<file path="config.mk">
export PLATFORM = sky130hd
export DESIGN_NAME = i2c_byte_phy
export DESIGN_NICKNAME = d
export VERILOG_FILES = /design/src/rtl/i2c_byte_phy.sv
export SDC_FILE = /design/constraint.sdc
export NUM_CORES = 1
export LEC_CHECK = 0
export CAP_MARGIN = 15
export CELL_PAD_IN_SITES_DETAIL_PLACEMENT = 1
export CELL_PAD_IN_SITES_GLOBAL_PLACEMENT = 1
export CORE_MARGIN = 2
export CORE_UTILIZATION = 45
export DETAILED_ROUTE_END_ITERATION = 8
export GPL_ROUTABILITY_DRIVEN = 0
export GPL_TIMING_DRIVEN = 0
export PLACE_DENSITY = 0.93
export SLEW_MARGIN = 10
export SYNTH_ARGS = -nofsm -noshare
export SYNTH_HDL_FRONTEND = slang
export SYNTH_SLANG_ARGS = --single-unit
</file>
<file path="constraint.sdc">
create_clock -name clk -period 5.78 [get_ports clk]
set_input_delay 1.156 -clock clk [delete_from_list [all_inputs] [get_ports clk]]
set_output_delay 1.156 -clock clk [all_outputs]
set_load 0.01 [all_outputs]
</file>
<file path="src/rtl/i2c_byte_phy.sv">
// Byte-level open-drain I2C master: turns START/STOP/WRITE/READ commands into
// quarter-bit SCL/SDA pull-down enables, with clock-stretch and ACK handling.
module i2c_byte_phy #(
    parameter int unsigned DW = 4
) (
    input  logic       clk,
    input  logic       rst,
    input  logic [1:0] cmd,
    input  logic       stb,
    input  logic [7:0] data_in,
    input  logic       ack_in,
    output logic [7:0] data_out,
    output logic       ack_out,
    output logic       ready,
    output logic       scl_oe,
    output logic       sda_oe,
    input  logic       scl_i,
    input  logic       sda_i
);
    localparam logic [1:0]    CMD_START = 2'd0;
    localparam logic [1:0]    CMD_STOP  = 2'd1;
    localparam logic [1:0]    CMD_READ  = 2'd3;
    localparam logic [DW-1:0] QCNT_MAX  = {DW{1'b1}};

    typedef enum logic [2:0] {
        S_IDLE,
        S_START,
        S_STOP,
        S_BIT,
        S_ACKBIT
    } state_t;

    state_t        state_q, state_d;
    logic [DW-1:0] qcnt_q, qcnt_d;
    logic [1:0]    quarter_q, quarter_d;
    logic [2:0]    bit_q, bit_d;
    logic          rd_q, rd_d;
    logic [7:0]    tx_q, tx_d;
    logic          ackin_q, ackin_d;
    logic [7:0]    rx_q, rx_d;
    logic [7:0]    data_out_q, data_out_d;
    logic          ack_out_q, ack_out_d;
    logic          ready_q, ready_d;
    logic          scl_oe_q, scl_oe_d;
    logic          sda_oe_q, sda_oe_d;
    logic          tick_c;
    logic          scl_edge_c;

    always_ff @(posedge clk or posedge rst) begin
        if (rst) begin
            state_q    <= S_IDLE;
            qcnt_q     <= '0;
            quarter_q  <= 2'd0;
            bit_q      <= 3'd0;
            rd_q       <= 1'b0;
            tx_q       <= 8'h00;
            ackin_q    <= 1'b0;
            rx_q       <= 8'h00;
            data_out_q <= 8'h00;
            ack_out_q  <= 1'b0;
            ready_q    <= 1'b1;
            scl_oe_q   <= 1'b0;
            sda_oe_q   <= 1'b0;
        end else begin
            state_q    <= state_d;
            qcnt_q     <= qcnt_d;
            quarter_q  <= quarter_d;
            bit_q      <= bit_d;
            rd_q       <= rd_d;
            tx_q       <= tx_d;
            ackin_q    <= ackin_d;
            rx_q       <= rx_d;
            data_out_q <= data_out_d;
            ack_out_q  <= ack_out_d;
            ready_q    <= ready_d;
            scl_oe_q   <= scl_oe_d;
            sda_oe_q   <= sda_oe_d;
        end
    end

    always_comb begin
        state_d    = state_q;
        qcnt_d     = qcnt_q;
        quarter_d  = quarter_q;
        bit_d      = bit_q;
        rd_d       = rd_q;
        tx_d       = tx_q;
        ackin_d    = ackin_q;
        rx_d       = rx_q;
        data_out_d = data_out_q;
        ack_out_d  = ack_out_q;
        ready_d    = ready_q;
        scl_oe_d   = scl_oe_q;
        sda_oe_d   = sda_oe_q;
        tick_c     = 1'b0;
        scl_edge_c = 1'b0;

        if (state_q == S_IDLE) begin
            qcnt_d = '0;
            if (ready_q && stb) begin
                rd_d      = (cmd == CMD_READ);
                tx_d      = data_in;
                ackin_d   = ack_in;
                rx_d      = 8'h00;
                bit_d     = 3'd7;
                quarter_d = 2'd0;
                ready_d   = 1'b0;
                if (cmd == CMD_START)     state_d = S_START;
                else if (cmd == CMD_STOP) state_d = S_STOP;
                else                      state_d = S_BIT;
            end
        end else if (quarter_q == 2'd1 && !scl_i) begin
            // SCL released but still held low by a slave: stall the quarter
            qcnt_d = '0;
        end else begin
            qcnt_d = qcnt_q + DW'(1);
            tick_c = (qcnt_q == QCNT_MAX);
        end

        if (tick_c) begin
            quarter_d = quarter_q + 2'd1;
            if (quarter_q == 2'd2) begin
                if (state_q == S_BIT && rd_q)     rx_d      = {rx_q[6:0], sda_i};
                if (state_q == S_ACKBIT && !rd_q) ack_out_d = sda_i;
            end
            if (quarter_q == 2'd3) begin
                if (state_q == S_BIT && bit_q != 3'd0) begin
                    bit_d = bit_q - 3'd1;
                end else if (state_q == S_BIT) begin
                    state_d = S_ACKBIT;
                end else begin
                    if (state_q == S_ACKBIT && rd_q) data_out_d = rx_q;
                    state_d = S_IDLE;
                    ready_d = 1'b1;
                end
            end
        end

        // Pad enables follow the upcoming state/quarter; idle holds the last levels
        scl_edge_c = (quarter_d == 2'd0) || (quarter_d == 2'd3);
        case (state_d)
            S_START: begin
                scl_oe_d = scl_edge_c;
                sda_oe_d = quarter_d[1];
            end
            S_STOP: begin
                scl_oe_d = (quarter_d == 2'd0);
                sda_oe_d = (quarter_d != 2'd3);
            end
            S_BIT: begin
                scl_oe_d = scl_edge_c;
                sda_oe_d = rd_d ? 1'b0 : ~tx_d[bit_d];
            end
            S_ACKBIT: begin
                scl_oe_d = scl_edge_c;
                sda_oe_d = rd_d ? ~ackin_d : 1'b0;
            end
            default: begin
                scl_oe_d = scl_oe_q;
                sda_oe_d = sda_oe_q;
            end
        endcase
    end

    assign data_out = data_out_q;
    assign ack_out  = ack_out_q;
    assign ready    = ready_q;
    assign scl_oe   = scl_oe_q;
    assign sda_oe   = sda_oe_q;

endmodule
</file>
==> impl_metrics.xml <==
<?xml version="1.0" encoding="UTF-8"?>
<metrics>
  <group name="global_route">
    <metric name="grt_antenna_before_repair" unit="">0</metric>
    <metric name="use_met2" unit="">0.344</metric>
    <metric name="grt_util_all_layers" unit="">0.202</metric>
    <metric name="use_met3" unit="">0.0319</metric>
    <metric name="met1_usage" unit="">0.263</metric>
    <metric name="global_route_wire_length_before_repair" unit="mm">8.09</metric>
    <metric name="first_global_vias" unit="">1727</metric>
    <metric name="most_used_routing_layer_in_global_routing" unit="">met2</metric>
    <metric name="pin_count_of_the_biggest_net_entering_global_routing" unit="">26</metric>
    <metric name="grt_overflow" unit="">0</metric>
  </group>
  <group name="clock_network">
    <metric name="ctsResizeCount" unit="">0</metric>
    <metric name="cts_tree" unit="">done</metric>
    <metric name="number_of_buffers_added_by_the_clock_tree_synthesis_step" unit="">5</metric>
    <metric name="clk_pin_slew" unit="ps">80</metric>
    <metric name="cts_post_setup_buffers_inserted" unit="">0</metric>
    <metric name="ctsLongestPathBuffers" unit="">2</metric>
    <metric name="cts_htree_levels" unit="">2</metric>
    <metric name="cts_sinks" unit="">42</metric>
    <metric name="clock_latency" unit="ps">300</metric>
    <metric name="cts-hold-fix-buffers" unit="">0</metric>
    <metric name="clock_root_buffer" unit="">sky130_fd_sc_hd__clkbuf_8</metric>
  </group>
  <group name="routing">
    <metric name="drc_errors" unit="">0</metric>
    <metric name="initialDrtViolationCount" unit="">49</metric>
    <metric name="routedWlPerCell" unit="um">15.5</metric>
    <metric name="detail_route.wirelength" unit="mm">4.64</metric>
    <metric name="post_drt_via_cell_ratio" unit="">5.41</metric>
    <metric name="detail_route.first_pass.iterations" unit="">4</metric>
    <metric name="final_antenna_net_count" unit="">0</metric>
    <metric name="via_total_after_detailed_routing" unit="">1623</metric>
  </group>
  <group name="sta">
    <metric name="hold-worst-slack" unit="ps">475</metric>
    <metric name="tightestPinTransition" unit="ps">673</metric>
    <metric name="max_fclk" unit="MHz">281</metric>
    <metric name="timing.clock.skew" unit="ps">5.88</metric>
    <metric name="drv_slew" unit="">0</metric>
    <metric name="timing.final.crit_period" unit="ps">3560</metric>
    <metric name="report.final.hold_viol_count" unit="">0</metric>
    <metric name="final.period_utilization" unit="">0.617</metric>
    <metric name="timing.max_slew.rel_slack" unit="">0.550</metric>
    <metric name="rsz0062_at_grt" unit="">no</metric>
    <metric name="tns" unit="ps">0</metric>
    <metric name="setup_viol" unit="">0</metric>
  </group>
  <group name="synth">
    <metric name="synthCells" unit="">212</metric>
    <metric name="synth_top_cells_by_area" unit="">sky130_fd_sc_hd__dfrtp_1, sky130_fd_sc_hd__nand2_1, sky130_fd_sc_hd__mux2_2</metric>
    <metric name="ys_ff_latch" unit="">42</metric>
    <metric name="synthArstFlopShare" unit="">1.00</metric>
    <metric name="synth.yosys.seq_area_share" unit="">0.505</metric>
    <metric name="synth.cell_area" unit="um2">2080</metric>
    <metric name="yosys_warnings" unit="">0</metric>
    <metric name="syn-mean-instance-area" unit="um2">9.83</metric>
    <metric name="postSynth.topFlopCell" unit="">sky130_fd_sc_hd__dfrtp_1</metric>
    <metric name="synth.net_count" unit="">236</metric>
    <metric name="synth_cell_type_count" unit="">47</metric>
    <metric name="synthDominantAreaCellType" unit="">sky130_fd_sc_hd__dfrtp_1</metric>
    <metric name="netlist.area_leader.share" unit="">0.492</metric>
    <metric name="synth-edff-count" unit="">0</metric>
  </group>
  <group name="place">
    <metric name="post-dp-hpwl" unit="mm">3.36</metric>
    <metric name="placement.io_buffers" unit="">27</metric>
  </group>
  <group name="job">
    <metric name="drv_cap" unit="">0</metric>
  </group>
  <group name="cells_and_area">
    <metric name="register_area" unit="um2">1050</metric>
    <metric name="finalNetCount" unit="">271</metric>
    <metric name="multi_input_area" unit="um2">940</metric>
    <metric name="final_core_utilization" unit="">0.574</metric>
    <metric name="post_route_cells_drive_above_1_share" unit="">0.153</metric>
    <metric name="antennaDiodeCount" unit="">0</metric>
    <metric name="filler_cell_count" unit="">503</metric>
    <metric name="flow.area_growth_from_synthesis" unit="%">21.6</metric>
  </group>
  <group name="die">
    <metric name="dieHeight" unit="um">72.0</metric>
    <metric name="die_w" unit="um">72.0</metric>
    <metric name="placementRows" unit="">24</metric>
    <metric name="floorplan.die_area" unit="um2">5190</metric>
    <metric name="initial_util" unit="">0.472</metric>
    <metric name="design.portCount" unit="">28</metric>
    <metric name="core" unit="um2">4410</metric>
  </group>
  <group name="min_path">
    <metric name="hold_class" unit="">flip-flop to flip-flop</metric>
  </group>
  <group name="power_and_ir_drop">
    <metric name="worst_ir_drop_vdd" unit="uV">152</metric>
    <metric name="power.density_cell_area" unit="nW/um2">226</metric>
    <metric name="p_leak" unit="nW">1.16</metric>
  </group>
  <group name="run_status">
    <metric name="status" unit="">complete, no violations</metric>
  </group>
  <group name="critical_path">
    <metric name="data_required_time_at_the_worst_endpoint" unit="ps">6010</metric>
    <metric name="setup.worst_path.end_class" unit="">flip-flop</metric>
    <metric name="crit_path_max_fanout" unit="">6</metric>
    <metric name="worstSetupPathType" unit="">input pin to flip-flop</metric>
    <metric name="start_kind" unit="">input pin</metric>
    <metric name="worst_ep_arrival_time" unit="ps">3790</metric>
  </group>
</metrics>
-- cells by family after synthesis --
| logic type | after synthesis | synth area share |
|---|---|---|
| AOI/OAI and AO/OA | 29 | 0.0895 |
| xor gates and xnor gates | 2 | 0.00841 |
| adders and majority gates | 8 | 0.0480 |
| buffers and inverters | 19 | 0.0438 |
| DFF | 42 | 0.505 |
| muxes | 14 | 0.0787 |
| and+or+nand+nor | 98 | 0.226 |
-- state kept, by name (all words and copies together), names as in the netlist, 2 cells and up --
register   flops
quarter_q      2
rx_q           8
data_out       8
bit_q          3
state_q        3
tx_q           8
qcnt_q         4
-- power breakdown --
group | switching [mW] | internal (mW) | leakage, nW
clock | 0.107 | 0.0961 | 0.0472
combinational | 0.0299 | 0.0295 | 0.561
sequential | 0.00557 | 0.304 | 0.553
total | 0.143 | 0.429 | 1.16
-- layout by cell type, fill, tap and decap left out, drive strengths merged, types with 2 or more instances in the layout --
cell type and instances:
buf 6, mux2 9, or2 3, clkbuf 10
ha 8, nand2 51, and3 4, nor4 2
dfrtp 41, a211oi 2, nor2 14, nor2b 4
o21ai 12, a21oi 7, nor3 4, or3 2
mux2i 4, nand3 4, nand2b 2, or3b 2
o22ai 2, inv 10, clkdlybuf4s50 27
-- worst max-delay path: stages --
cell                              delay, ps
sky130_fd_sc_hd__clkdlybuf4s50_1        480
sky130_fd_sc_hd__or3b_1                 420
sky130_fd_sc_hd__nor2_2                 330
sky130_fd_sc_hd__a211oi_2                90
sky130_fd_sc_hd__a31oi_2                330
sky130_fd_sc_hd__mux4_2                 550
sky130_fd_sc_hd__or3b_1                 370
sky130_fd_sc_hd__o211ai_2                80
-- Yosys cell counts (3+ instances only) --
library cell	number
sky130_fd_sc_hd__buf_2	3
sky130_fd_sc_hd__mux2i_1	4
sky130_fd_sc_hd__nor2b_1	4
sky130_fd_sc_hd__and3_1	3
sky130_fd_sc_hd__o21ai_0	11
sky130_fd_sc_hd__a21oi_1	7
sky130_fd_sc_hd__mux2_2	9
sky130_fd_sc_hd__nor2_1	13
sky130_fd_sc_hd__ha_1	8
sky130_fd_sc_hd__clkbuf_1	3
sky130_fd_sc_hd__inv_1	10
sky130_fd_sc_hd__nand3_1	4
sky130_fd_sc_hd__nand2_1	51
sky130_fd_sc_hd__nor3_1	3
sky130_fd_sc_hd__dfrtp_1	41
-- layout make-up --
class | instances | area share
repair buffers | 28 | 0.115
inverters | 10 | 0.0148
clock buffers | 6 | 0.0326
well taps | 52 | 0.0257
clock inverters | 2 | 0.00494
flip-flops and latches | 42 | 0.415
multi-input cells | 151 | 0.371
plain buffers | 9 | 0.0212
-- per-stage QoR --
stage               power (mW)  setup WS [ps]  std cells  cell area (um2)
floorplan                0.348           2670        212             2080
global placement         0.370           1960        291             2420
detailed placement       0.375           1900        292             2440
CTS                      0.576           2170        300             2530
global route             0.595           2100        300             2530
finish                   0.572           2220        300             2530
-- worst paths after layout --
check                                startpoint                   end  slack (ps)  cells after the start
min in group asynchronous                   rst  state_q[1]$_DFF_PP0_        1180                      2
setup reg to reg           state_q[1]$_DFF_PP0_    sda_oe$_DFFE_PP0P_        3010                      8
hold / removal              qcnt_q[0]$_DFF_PP0_   qcnt_q[0]$_DFF_PP0_         480                      1
max in group asynchronous                   rst     rx_q[1]$_DFF_PP0_        4130                      3
setup / recovery                            stb    sda_oe$_DFFE_PP0P_        2220                      8
hold reg to reg             qcnt_q[0]$_DFF_PP0_   qcnt_q[0]$_DFF_PP0_         480                      1
-- per-layer routing --
layer	vias to the layer above	routed length, um
met5	-	0
met4	0	34
met3	5	138
met2	25	2360
met1	811	2110
li1	782	-
Power figures use the tool's default switching activity.
==> RTL change 1, RTL diff (same settings) <==
Change the parameter `DW` from 4 to 6.
--- a/src/rtl/i2c_byte_phy.sv
+++ b/src/rtl/i2c_byte_phy.sv
@@ -2,5 +2,5 @@
 // quarter-bit SCL/SDA pull-down enables, with clock-stretch and ACK handling.
 module i2c_byte_phy #(
-    parameter int unsigned DW = 4
+    parameter int unsigned DW = 6
 ) (
     input  logic       clk,
Formal check against the unedited RTL: same outputs for any inputs over 10 cycles, from zero or initial values and one cycle with rst high; that may be too few to reach the edited logic, so the function may still have changed.
==> RTL change 1 against the original RTL <==
Die area is 3.2% higher; clock skew is 0.0032 ns higher; non-clock buffer count stayed put; cell area is 4.1% higher; area after synthesis is 3.4% higher; wire length is 8.4% higher; sequential cell count is 2 higher; setup slack better by 0.36 ns; highest routed layer unchanged.
Power is not compared: it rests on default switching activity, and its combinational part moved more than twofold at a synthesized area within 25%.
==> RTL change 1: results <==
{
  "status": "finished clean",
  "whs_endpoint": "qcnt_q[0]",
  "met3_usage_pct": 4.558,
  "nFlopsAndLatches": 44,
  "wl_per_cell_um": 15.59,
  "wl_met1_um": 2220,
  "hold_ws_ns": 0.4647,
  "seq_area_share_pct": 41.77,
  "cp_max_fo": 10,
  "fillers": 538,
  "reg2reg_slack_ns": 2.96,
  "multi_input_gates": 159,
  "nets": 292,
  "grt_pass1_vias": 1828,
  "dp.cells": 315,
  "netlist_top_cells_count": "dfrtp_1 (43), nand2_1 (41), o21ai_0 (21)",
  "gr-usage-met1_pct": 25.55,
  "synth-compound-area-share_pct": 12.89,
  "use_met2_pct": 36.94,
  "vias_per_cell": 5.334,
  "final-clk-cell-share_pct": 4.789,
  "synthXorXnorAreaFrac_pct": 1.220,
  "multiInputGateArea_um2": 918.4,
  "hold_class": "reg2reg",
  "grt_pass1_wl_um": 8466,
  "postSynthAreaPerCell_um2": 9.247,
  "dr_wl_met2_um": 2615,
  "skew_ns": 0.009075,
  "n_clock_buffer": 7,
  "buffer_area_share_pct": 13.09,
  "dr_wl_met3_um": 133,
  "final_layout_size_suffix_gt1_share_pct": 9.665,
  "routed_wl_um": 5034,
  "yosysSeqAreaShare_pct": 51.16,
  "drtIter0Drc": 76,
  "dpl_cell_area_mm2": 0.002512,
  "grt_usage_pct": 21.06,
  "yosys-top-cells-area": "dfrtp_1 (50%), nand2_1 (7.1%), o21ai_0 (4.9%)",
  "clock.fmax_mhz": 311.7,
  "synthAdderAreaFrac_pct": 4.646
}
[RTL change 1: worst max path at each step]
stage | cells past startpoint | endpoint | from
6_report | 13 | sda_oe | stb
5_1_grt | 13 | sda_oe | stb
4_1_cts | 13 | sda_oe | stb
3_5_place_dp | 13 | sda_oe | stb
3_3_place_gp | 13 | sda_oe | stb
2_1_floorplan | 11 | scl_oe | stb
[RTL change 1: critical path, cell delays in order]
cell             delay (ns)
clkdlybuf4s50_1        0.49
nand2_1                0.07
or2_1                  0.20
clkbuf_1               0.19
buf_6                  0.19
buf_2                  0.18
nand3_1                0.09
a21boi_0               0.26
inv_1                  0.11
ha_1                   0.21
nor2_1                 0.10
o22ai_1                0.09
o211ai_1               0.08
[RTL change 1: report_power, final]
group          internal, mW  switching, mW  leakage [nW]
logic                0.0110        0.00893         0.590
registers             0.308              0         0.571
clock network         0.153          0.105        0.0645
total                 0.471          0.114          1.22
==> RTL change 2, RTL diff (same settings) <==
Made on the original files. Encoding of `state_t`: now Gray code (3 bits for 5 states).
--- a/src/rtl/i2c_byte_phy.sv
+++ b/src/rtl/i2c_byte_phy.sv
@@ -24,9 +24,9 @@
 
     typedef enum logic [2:0] {
-        S_IDLE,
-        S_START,
-        S_STOP,
-        S_BIT,
-        S_ACKBIT
+        S_IDLE   = 3'b000,
+        S_START  = 3'b001,
+        S_STOP   = 3'b011,
+        S_BIT    = 3'b010,
+        S_ACKBIT = 3'b110
     } state_t;
 
Behaviour: same outputs for any inputs over 10 cycles, from zero or initial values and one cycle with rst high; not proved beyond that.
==> RTL change 2 against the original RTL <==
Cell area fell by 2.1%; sequential cell count did not move; wire length fell by 6.8%; area after synthesis fell by 2.8%; setup slack improved by 0.0063 ns; final cell count fell by 4.7%; global-route usage rose by 0.19 points; largest cell class unchanged; highest routed layer unchanged.
Power is not compared: it rests on default switching activity, and its combinational part moved more than twofold at a synthesized area within 25%.
==> RTL change 2: results <==
{
  "status": "finished clean",
  "vias_per_cell": 5.371,
  "power_mw": 0.7534,
  "setup_viol": 0,
  "dr.pass1.iters": 4,
  "crit_type": "in2reg",
  "hpwlAfterDp_um": 3270,
  "vias": 1536,
  "pg_comb_mw": 0.184,
  "nets": 257,
  "peakVddDrop_uv": 174.0,
  "yosys-top-cells-area": "dfrtp_1 (51%), nand2_1 (8.2%), mux2_2 (5.6%)",
  "wl_per_cell_um": 15.14,
  "clk_pin_slew_ns": 0.08,
  "synth-compound-area-share_pct": 9.574,
  "yosysSeqAreaShare_pct": 51.95,
  "crit_path_start": "stb",
  "tightestPinTransition_ns": 0.6735,
  "p_leak_nw": 1.190,
  "async_flop_share_pct": 100.0,
  "clk_latency_ns": 0.29,
  "dpl_cell_area_mm2": 0.002389,
  "syn_inst": 198,
  "cp_max_fo": 10,
  "grt_pass1_wl_um": 8024,
  "antenna_found_initial": 0,
  "cp_top_family": "buffers and inverters",
  "critPathSlowestCell": "clkdlybuf4s50_1",
  "synthXorXnorAreaFrac_pct": 0.8647,
  "clk_path_buf_depth": 2,
  "synthFlopType": "dfrtp_1",
  "syn_nets": 222,
  "syn2layout_area_growth_pct": 22.42,
  "clk-power_mw": 0.194,
  "dp.cells": 278,
  "synthDistinctLibCells": 45,
  "reg2regPathDepth": 11,
  "cts_setup_buffers": 0,
  "reg2reg_slack_ns": 2.72,
  "final_layout_size_suffix_gt1_share_pct": 14.53,
  "grt_max_degree": 24,
  "insertedDiodeCount": 0,
  "cts_max_level": 2,
  "hold_class": "reg2reg",
  "synthAdderAreaFrac_pct": 4.941,
  "cts_buffers": 5,
  "yosys-mux-area-fraction_pct": 8.030,
  "drtIter0Drc": 59,
  "fillers": 491,
  "cpPeakStageDelay_ns": 0.48,
  "crit_arrival_ns": 3.72,
  "grt_pass1_vias": 1741,
  "cts_resized": 0,
  "netlist_top_cells_count": "nand2_1 (44), dfrtp_1 (41), inv_1 (14)",
  "skew_ns": 0.004825,
  "grt_usage_pct": 20.36
}
==> RTL change 2: cell types whose count changed in the layout (fill, tap and decap cells not counted), sizes merged, moves of 3 or more <==
| cell | before | now |
|---|---|---|
| buf | 6 | 3 |
| nor4b | 0 | 3 |
| nand2 | 51 | 44 |
| a21oi | 7 | 4 |
| inv | 10 | 15 |
| nor2 | 14 | 10 |
| nand3 | 4 | 7 |
| nor2b | 4 | 1 |
==> RTL change 2: metal layers <==
layer	wire (um)	part of all wire, %	GRT usage [%]	vias to the layer above
li1	-	-	-	743
met1	1953	45	25.83	759
met3	138	3.2	4.274	6
met4	51	1.2	5.241	0
met2	2186	50	35.51	28
met5	0	0	0	-
==> RTL change 2: cell type report <==
cell class                 instances  share of cell area, %
multi-input combinational        135                  35.62
tap                               52                  2.624
clock inverter                     1                 0.2018
inverter                          15                  2.270
buffer                             6                  1.362
sequential                        42                  42.43
timing repair buffer              28                  12.01
clock buffer                       7                  3.481
==> RTL change 2: through the flow <==
| stage | hold slack, ns | worst slack, ns |
|---|---|---|
| 3_5_place_dp | 0.4626 | 1.870 |
| 3_3_place_gp | 0.4454 | 1.948 |
| 2_1_floorplan | 0.4319 | 2.934 |
| 6_report | 0.4742 | 2.222 |
| 4_1_cts | 0.4755 | 2.148 |
| 5_1_grt | 0.5127 | 1.950 |
==> RTL change 2: worst min path at each step <==
| stage | startpoint | endpoint | slack, ns |
|---|---|---|---|
| 2_1_floorplan | qcnt_q[0] | qcnt_q[0] | 0.43 |
| 3_3_place_gp | qcnt_q[0] | qcnt_q[0] | 0.45 |
| 3_5_place_dp | tx_q[5] | tx_q[5] | 0.46 |
| 4_1_cts | qcnt_q[0] | qcnt_q[0] | 0.48 |
| 5_1_grt | ackin_q | ackin_q | 0.51 |
| 6_report | qcnt_q[0] | qcnt_q[0] | 0.47 |
